==> config.mk <==
export PLATFORM = sky130hd
export DESIGN_NAME = trap_sequencer
export DESIGN_NICKNAME = d
export VERILOG_FILES = /design/src/rtl/trap_sequencer_pkg.sv /design/src/rtl/trap_prio_enc.sv /design/src/rtl/trap_sequencer.sv
export SDC_FILE = /design/constraint.sdc
export NUM_CORES = 1
export LEC_CHECK = 0
export CORE_ASPECT_RATIO = 2
export CORE_MARGIN = 2
export CORE_UTILIZATION = 40
export CTS_BUF_LIST = sky130_fd_sc_hd__clkbuf_8 sky130_fd_sc_hd__clkbuf_16
export DETAILED_ROUTE_END_ITERATION = 10
export GPL_ROUTABILITY_DRIVEN = 0
export GPL_TIMING_DRIVEN = 0
export PLACE_DENSITY_LB_ADDON = 0.05
export SETUP_SLACK_MARGIN = 0.02
export SLEW_MARGIN = 10
export SYNTH_ARGS = -nofsm -noshare
export SYNTH_HDL_FRONTEND = slang
export SYNTH_HIERARCHICAL = 1
export SYNTH_SLANG_ARGS = --single-unit
==> constraint.sdc <==
create_clock -name clk -period 5.95 [get_ports clk]
set_clock_uncertainty 0.05 [all_clocks]
set_input_delay 1.19 -clock clk [delete_from_list [all_inputs] [get_ports clk]]
set_output_delay 1.19 -clock clk [all_outputs]
set_load 0.01 [all_outputs]
==> src/rtl/trap_sequencer_pkg.sv <==
// Shared encodings for the trap sequencer: cause bits, trap codes, CSR map,
// STATUS bit indices and FSM states.
package trap_sequencer_pkg;

  localparam int SC_ILLEGAL  = 0;
  localparam int SC_ECALL    = 1;
  localparam int SC_RESERVE1 = 2;

  localparam logic [2:0] INT_ILLEGAL = 3'd0;
  localparam logic [2:0] INT_ECALL   = 3'd1;
  localparam logic [2:0] INT_TIMER   = 3'd7;

  localparam logic [1:0] CSR_STATUS  = 2'd0;
  localparam logic [1:0] CSR_SCAUSE  = 2'd1;
  localparam logic [1:0] CSR_INTMASK = 2'd2;
  localparam logic [1:0] CSR_SEPC    = 2'd3;

  localparam int STATUS_EXL = 0;
  localparam int STATUS_IE  = 1;

  typedef enum logic [2:0] {
    S_IDLE   = 3'd0,
    S_FLUSH  = 3'd1,
    S_SAVE   = 3'd2,
    S_VECTOR = 3'd3,
    S_RETURN = 3'd4
  } state_t;

endpackage

==> src/rtl/trap_prio_enc.sv <==
// Combinational priority encoder: timer wins as code 7, otherwise the
// lowest set pending bit gives the code.
module trap_prio_enc
  import trap_sequencer_pkg::*;
(
  input  logic       timer,
  input  logic [6:0] pending,
  output logic       any,
  output logic [2:0] code
);

  always_comb begin
    any  = timer | (|pending);
    code = INT_ILLEGAL;
    if (timer) begin
      code = INT_TIMER;
    end else begin
      // Scan downward so the lowest set bit is the last one assigned.
      for (int i = 6; i >= 0; i--) begin
        if (pending[i]) code = 3'(i);
      end
    end
  end

endmodule

==> src/rtl/trap_sequencer.sv <==
// Trap entry/return sequencer owning STATUS, SCAUSE, INTMASK and SEPC.
// Define TRAP_TIMER_EN to add the timer_irq port as the code-7 source.
module trap_sequencer
  import trap_sequencer_pkg::*;
#(
  parameter int            PC_W     = 32,
  parameter logic [PC_W-1:0] VEC_BASE = 'h0000_1000
) (
  input  logic            clk,
  input  logic            rst,
  input  logic [7:0]      cause_req,
`ifdef TRAP_TIMER_EN
  input  logic            timer_irq,
`endif
  input  logic            int_ret,
  input  logic [PC_W-1:0] ex_pc,
  input  logic            csr_we,
  input  logic [1:0]      csr_addr,
  input  logic [PC_W-1:0] csr_wdata,
  input  logic            redirect_ack,
  output logic            flush,
  output logic            stall,
  output logic            redirect_valid,
  output logic [PC_W-1:0] redirect_pc,
  output logic [7:0]      status,
  output logic [7:0]      scause,
  output logic [7:0]      intmask,
  output logic [PC_W-1:0] sepc,
  output logic [2:0]      int_pend
);

  state_t          state;
  logic            timer;
  logic            any;
  logic [2:0]      code;
  logic            trap_cond;
  logic [2:0]      trap_code;
  logic [PC_W-1:0] trap_pc;

`ifdef TRAP_TIMER_EN
  assign timer = timer_irq;
`else
  assign timer = 1'b0;
`endif

  trap_prio_enc u_prio (
    .timer   (timer),
    .pending (scause[6:0] & intmask[6:0]),
    .any     (any),
    .code    (code)
  );

  assign trap_cond = any & status[STATUS_IE] & ~status[STATUS_EXL];

  always_ff @(posedge clk or negedge rst) begin
    if (!rst) begin
      state          <= S_IDLE;
      flush          <= 1'b0;
      stall          <= 1'b0;
      redirect_valid <= 1'b0;
      redirect_pc    <= '0;
      status         <= 8'h00;
      scause         <= 8'h00;
      intmask        <= 8'h00;
      sepc           <= '0;
      int_pend       <= 3'd0;
      trap_code      <= 3'd0;
      trap_pc        <= '0;
    end else begin
      flush <= 1'b0;
      unique case (state)
        S_IDLE: begin
          // Detection below reads pre-write values; a CSR write to SCAUSE
          // overrides the same-cycle accumulation.
          scause <= scause | (cause_req & 8'h7F);
          if (csr_we) begin
            unique case (csr_addr)
              CSR_STATUS:  status  <= csr_wdata[7:0];
              CSR_SCAUSE:  scause  <= csr_wdata[7:0];
              CSR_INTMASK: intmask <= csr_wdata[7:0];
              CSR_SEPC:    sepc    <= csr_wdata;
            endcase
          end
          if (trap_cond) begin
            state     <= S_FLUSH;
            flush     <= 1'b1;
            stall     <= 1'b1;
            trap_code <= code;
            trap_pc   <= ex_pc;
          end else if (int_ret && status[STATUS_EXL]) begin
            state          <= S_RETURN;
            stall          <= 1'b1;
            redirect_valid <= 1'b1;
            redirect_pc    <= sepc;
          end
        end
        S_FLUSH: state <= S_SAVE;
        S_SAVE: begin
          sepc               <= trap_pc;
          status[STATUS_EXL] <= 1'b1;
          int_pend           <= trap_code;
          redirect_valid     <= 1'b1;
          redirect_pc        <= VEC_BASE + PC_W'({trap_code, 2'b00});
          state              <= S_VECTOR;
        end
        S_VECTOR: begin
          if (redirect_ack) begin
            redirect_valid <= 1'b0;
            stall          <= 1'b0;
            state          <= S_IDLE;
          end
        end
        S_RETURN: begin
          if (redirect_ack) begin
            status[STATUS_EXL] <= 1'b0;
            if (int_pend != INT_TIMER) scause <= scause & ~(8'd1 << int_pend);
            redirect_valid     <= 1'b0;
            stall              <= 1'b0;
            state              <= S_IDLE;
          end
        end
        default: state <= S_IDLE;
      endcase
    end
  end

endmodule

Word level (Yosys, flattened, before mapping)
Index checks and enable logic that the tools add are counted.

storage, ports and cells
  flip-flop bits (word level) = 132
  input port bits = 79
  output and inout port bits = 94
  logic and storage cells = 92

cells by class
  add/subtract/negate cells = 1
  equal/unequal tests = 17
  shifts and indexed selects = 1
  multiplexer cells = 33
  bitwise operators = 7
  reduce and logical (&&, ||, !) cells = 20

operator list
  cell                     number
  $mux W32                 4
  $pmux W32 S2             2
  $mux W8                  4
  $mux W3                  10
  $reduce_and A3 Y1        6
  $pmux W8 S2              1
  $add A13 B5 Y14 const A  1
  $pmux W3 S4              1
  $ne A2 B2 Y1 const B     5
  $and A8 B8 Y8            1
  $mux W1                  8
  $not A8 Y8               1
  $or A8 B7 Y8             1
  $reduce_and A4 Y1        2
  $shl A1 B3 Y8 const A    1
  $and A7 B7 Y7            1
  $reduce_or A7 Y1         1
  $eq A3 B2 Y1 const B     2
  $ne A2 B1 Y1 const B     3
  $ne A3 B3 Y1 const B     2
  $pmux W1 S3              2
  $reduce_bool A2 Y1       3
  $reduce_bool A3 Y1       2
  $eq A2 B2 Y1 const B     2
  11 further kinds         13

Longest topological paths before layout
  depth in word-level cells = 8
  depth in mapped cells = 8
  gate-level depth less buffers = 7

By module
Netlist, hierarchy kept.

by module, submodules not included
  module          times used  cells an instance  area each (µm²)  sequential area each (µm²)
  trap_sequencer  1           544                5625.4           3303.2
  trap_prio_enc   1           12                 71.3             0.0

Worst setup path after synthesis
Ideal clock, no wire load.

  path type = in2reg
  start point = in csr_addr[1]
  end point = reg scause[7]
  setup time = 0.128 ns
  arrival time = 2.015 ns
  data required time = 5.772 ns
  setup slack = 3.757 ns
  stages = 4
  buffers on the path = 1
  cell sequence = and3b_1 clkbuf_1 nand2_1 mux2_1

between the ends
  longest elaborated chain between the ends = 4

ends and longest elaborated chain
  item                  line                   text
  from (decl)           trap_sequencer.sv:18   input logic [1:0] csr_addr,
  $eq A2 B1 Y1          trap_sequencer.sv:77   unique case (csr_addr)
  $mux W8               trap_sequencer.sv:77
  $mux W8               trap_sequencer.sv:76   if (csr_we) begin
  $pmux W8 S2           trap_sequencer.sv:71   unique case (state)
  to (signal assigned)  trap_sequencer.sv:75   scause <= scause | (cause_req & 8'h7F);
  to (signal assigned)  trap_sequencer.sv:79   CSR_SCAUSE: scause <= csr_wdata[7:0];
  to (signal assigned)  trap_sequencer.sv:116  if (int_pend != INT_TIMER) scause <= scause & ~(8'd1 << int_pend);
  to (decl)             trap_sequencer.sv:26   output logic [7:0] scause,

Every way passes these cells.
A chain may end at the register's enable or synchronous reset.

Final worst setup path
  start point = reg int_pend[1]
  end point = out int_pend[1]

RTL lines
  item                    line                   text
  from (decl)             trap_sequencer.sv:29   output logic [2:0] int_pend
  from (signal assigned)  trap_sequencer.sv:101  int_pend <= trap_code;

No word-level cell between the ends.

==> summary.txt <==
Finish
  • Most frequent cells in the layout: clkdlybuf4s50_1, nand2_1, dfrtp_1, nor2_1, a31oi_1
  • Nets: 826
  • Share of layout cells above drive strength 1: 0.1173
  • Filler cells: 1257
  • N_diodes: 0
  • Area delta synth->final: 45.66%
  • Multi-input gate area: 0.002198 mm^2
  • Commonest non-fill, non-tap cell in the layout: clkdlybuf4s50_1
  • Post-route cell area: 0.008298 mm^2
  • Register area: 0.003303 mm^2

Logic synthesis
  • Post-synthesis adder-cell area fraction: 0
  • Synth top area share: 0.5798
  • Compound-Gate Fraction of Synth Area: 0.08676
  • Register area share after synthesis: 0.5798
  • Multiplexer area fraction after synthesis: 0.1008
  • Post-synthesis cell area: 0.005697 mm^2
  • Largest family of logic cells by synthesized area: simple AND/OR/NAND/NOR gates
  • Total nets after synthesis: 635
  • Cell accounting for the most synthesized area: dfrtp_1
  • Seq cells post-synth: 132
  • Post-synth EDFFs: 0
  • Synth area leaders: dfrtp_1, nand2_1, mux2_2, a31oi_1, mux2_1
  • Syn Inst Count: 556
  • Avg Cell Area, Syn: 10.25 um^2
  • Synth Flop Type: dfrtp_1
  • Synth unique cells: 43
  • Post-Synth XOR/XNOR Area: 0
  • Synthesis warning total: 6
  • Async S/R FF share, synth: 1.000
  • Simple-gate portion of the synthesized area: 0.1977

Floorplanning
  • DIE AREA: 0.01527 mm^2
  • Die Y: 172.8 um
  • Die Wd: 88.39 um
  • Core area: 0.01389 mm^2
  • Initial Utilization: 0.4101
  • Ports: 173
  • Cell row count: 61

Route
  • # DRC: 0
  • WL met3: 915 um
  • Average wire per standard cell: 18.31 um
  • DR vias: 4853
  • Avg Vias per Cell: 5.119
  • Uppermost routed layer: met4
  • Routed WL: 17360 um
  • Initial DRT Pass Iterations: 6
  • Routed Antenna Nets: 0
  • Drt first-iter violations: 197
  • Met2 routed WL: 9781 um
  • Metal1 wirelength: 6048 um

Timing
  • Worst-Margin Slew: 0.6776 ns
  • Slew HR: 0.5466
  • Final Cycle Share: 0.4679
  • Final-report hold violation count: 0
  • Fin Setup TNS: 0 ns
  • Minimum clock period: 2.784 ns
  • Setup Viol. Count Final: 0
  • Final Max Tran Viols: 0
  • Maximum clock frequency: 359.2 MHz
  • RSZ-0062 raised after global routing: no
  • Min setup slack post-route: 3.166 ns

Worst hold path
  • HP Class: reg -> reg
  • Hold path cells: 2
  • Hold Path Sink: redirect_pc[20]
  • Worst hold start: redirect_pc[20]

Clock tree
  • Post_cts resized: 0
  • Clock buffer depth: 2
  • CTS H-tree depth: 4
  • Inserted Clock Buffers: 17
  • Worst skew pair latency: 0.41 ns
  • Clock tree sinks: 132
  • Worst-path clk slew: 0.06 ns
  • CTS root buf: clkbuf_16
  • TritonCTS clock tree: done
  • Setup bufs post-CTS: 0
  • Post-CTS Hold Fix Bufs: 0

Run status
  • Outcome: finished clean

Worst setup path
  • Worst reg2reg setup slack: 3.48 ns
  • Critical setup path kind: reg -> out
  • Length in cells of the worst reg-to-reg path: 7
  • Critical path's top delay family: buffers and inverters
  • CP cell instances: clkdlybuf4s50_1
  • FF-to-FF Start: scause[1]
  • R2R Path End: trap_pc[25]
  • Critical path data arrival time: 1.54 ns
  • Critical Path Slowest Stage Cell: clkdlybuf4s50_1
  • Critical path peak fanout: 9
  • Crit. End Element: output pin
  • Crit start category: register
  • CP startpoint: int_pend[1]
  • Crit path buffers/inverters: 1
  • Slowest stage delay, CP: 0.62 ns
  • CP required: 4.71 ns

Global route
  • Vias in the first global route: 5133
  • Global-route wire length before repair: 27120 um
  • Initial antenna violation count: 0
  • Largest net degree at the start of global routing: 79
  • GRT Resource Usage Total: 0.2349
  • Total grt overflow: 0

Placement
  • Worst slack, placed: 2.889 ns
  • IO Port Bufs: 171
  • Post-DP HPWL: 13200 um
  • Dpl cell area: 0.007674 mm^2

Power
  • Peak VDD IR: 0.2902 mV
  • Power density over the cells: 577.3 mW/mm^2
  • Leak: 3.720 nW

Flow run
  • Max cap viols: 0
-- report_power, final --
group / internal [W] / switching [W] / leakage [nW]
logic: 0.00100 / 0.00110 / 1.78
clock network: 0.000710 / 0.000400 / 0.307
registers: 0.00131 / 0.000271 / 1.64
-- how the worst max path moves through the flow --
stage / endpoint / slack [ns] / depth (start not counted)
2_1_floorplan: scause[7] / 3.76 / 4
3_3_place_gp: status[6] / -1.51 / 1
3_5_place_dp: redirect_pc[30] / 2.89 / 6
4_1_cts: int_pend[0] / 3.14 / 1
5_1_grt: int_pend[0] / 3.11 / 1
6_report: int_pend[1] / 3.17 / 1
-- state kept, by name (all words and copies together), names as in the netlist --
register,flops
redirect_pc,32
sepc,32
trap_pc,32
intmask,8
scause,8
status,8
int_pend,3
state,3
trap_code,3
flush,1
redirect_valid,1
stall,1
-- stage by stage --
| stage | total power, W | cells | util | hold slack, ns |
|---|---|---|---|---|
| 2_1_floorplan | 0.002646 | 556 | - | 0.4039 |
| 3_3_place_gp | 0.003647 | 916 | 0.5504 | 0.3984 |
| 3_5_place_dp | 0.003722 | 917 | 0.5524 | 0.4043 |
| 4_1_cts | 0.004838 | 948 | 0.5974 | 0.4174 |
| 5_1_grt | 0.005103 | 948 | 0.5974 | 0.4406 |
| 6_report | 0.004791 | 948 | 0.5974 | 0.4122 |
-- cell usage after synthesis, types with 4 or more instances --
cell,number
nand2_1,152
dfrtp_1,132
nor2_1,46
a31oi_1,38
nand3_1,31
mux2_2,30
mux2_1,21
buf_2,18
clkbuf_1,10
o21ai_0,8
and2_1,7
nor3_1,5
o21a_1,5
a21oi_1,4
buf_6,4
o221ai_1,4
-- worst reg2reg max path, stage by stage, from the launching register on --
cell      delay, ns
dfrtp_1        0.38
and2_1         0.25
or4_1          0.16
nand3b_1       0.20
nand3b_1       0.17
nor3_4         0.52
buf_6          0.26
mux2_2         0.36
-- kinds of logic (layout without fill, tap and decap cells) --
| logic type | after synthesis | in the layout |
|---|---|---|
| buffers and inverters | 38 | 241 |
| multiplexers | 51 | 51 |
| other | 1 | 1 |
| flip-flops | 132 | 132 |
| AND/OR/NAND/NOR | 261 | 261 |
| AO/OA/AOI/OAI | 73 | 73 |
-- layer usage --
| layer | global-route usage | vias up |
|---|---|---|
| met1 | 0.2393 | 2365 |
| met3 | 0.05155 | 34 |
| met2 | 0.4373 | 162 |
| met5 | 0 | - |
| met4 | 0.1029 | 0 |
| li1 | - | 2292 |
-- area by class of cell --
class,instances,share of cell area
plain buffers,35,0.02217
flip-flops and latches,132,0.3981
repair buffers,172,0.2097
clock buffers,18,0.05293
well taps,189,0.02850
multi-input cells,386,0.2649
clock inverters,13,0.02232
inverters,3,0.001357
No activity file was read; power rests on OpenSTA's default activity.
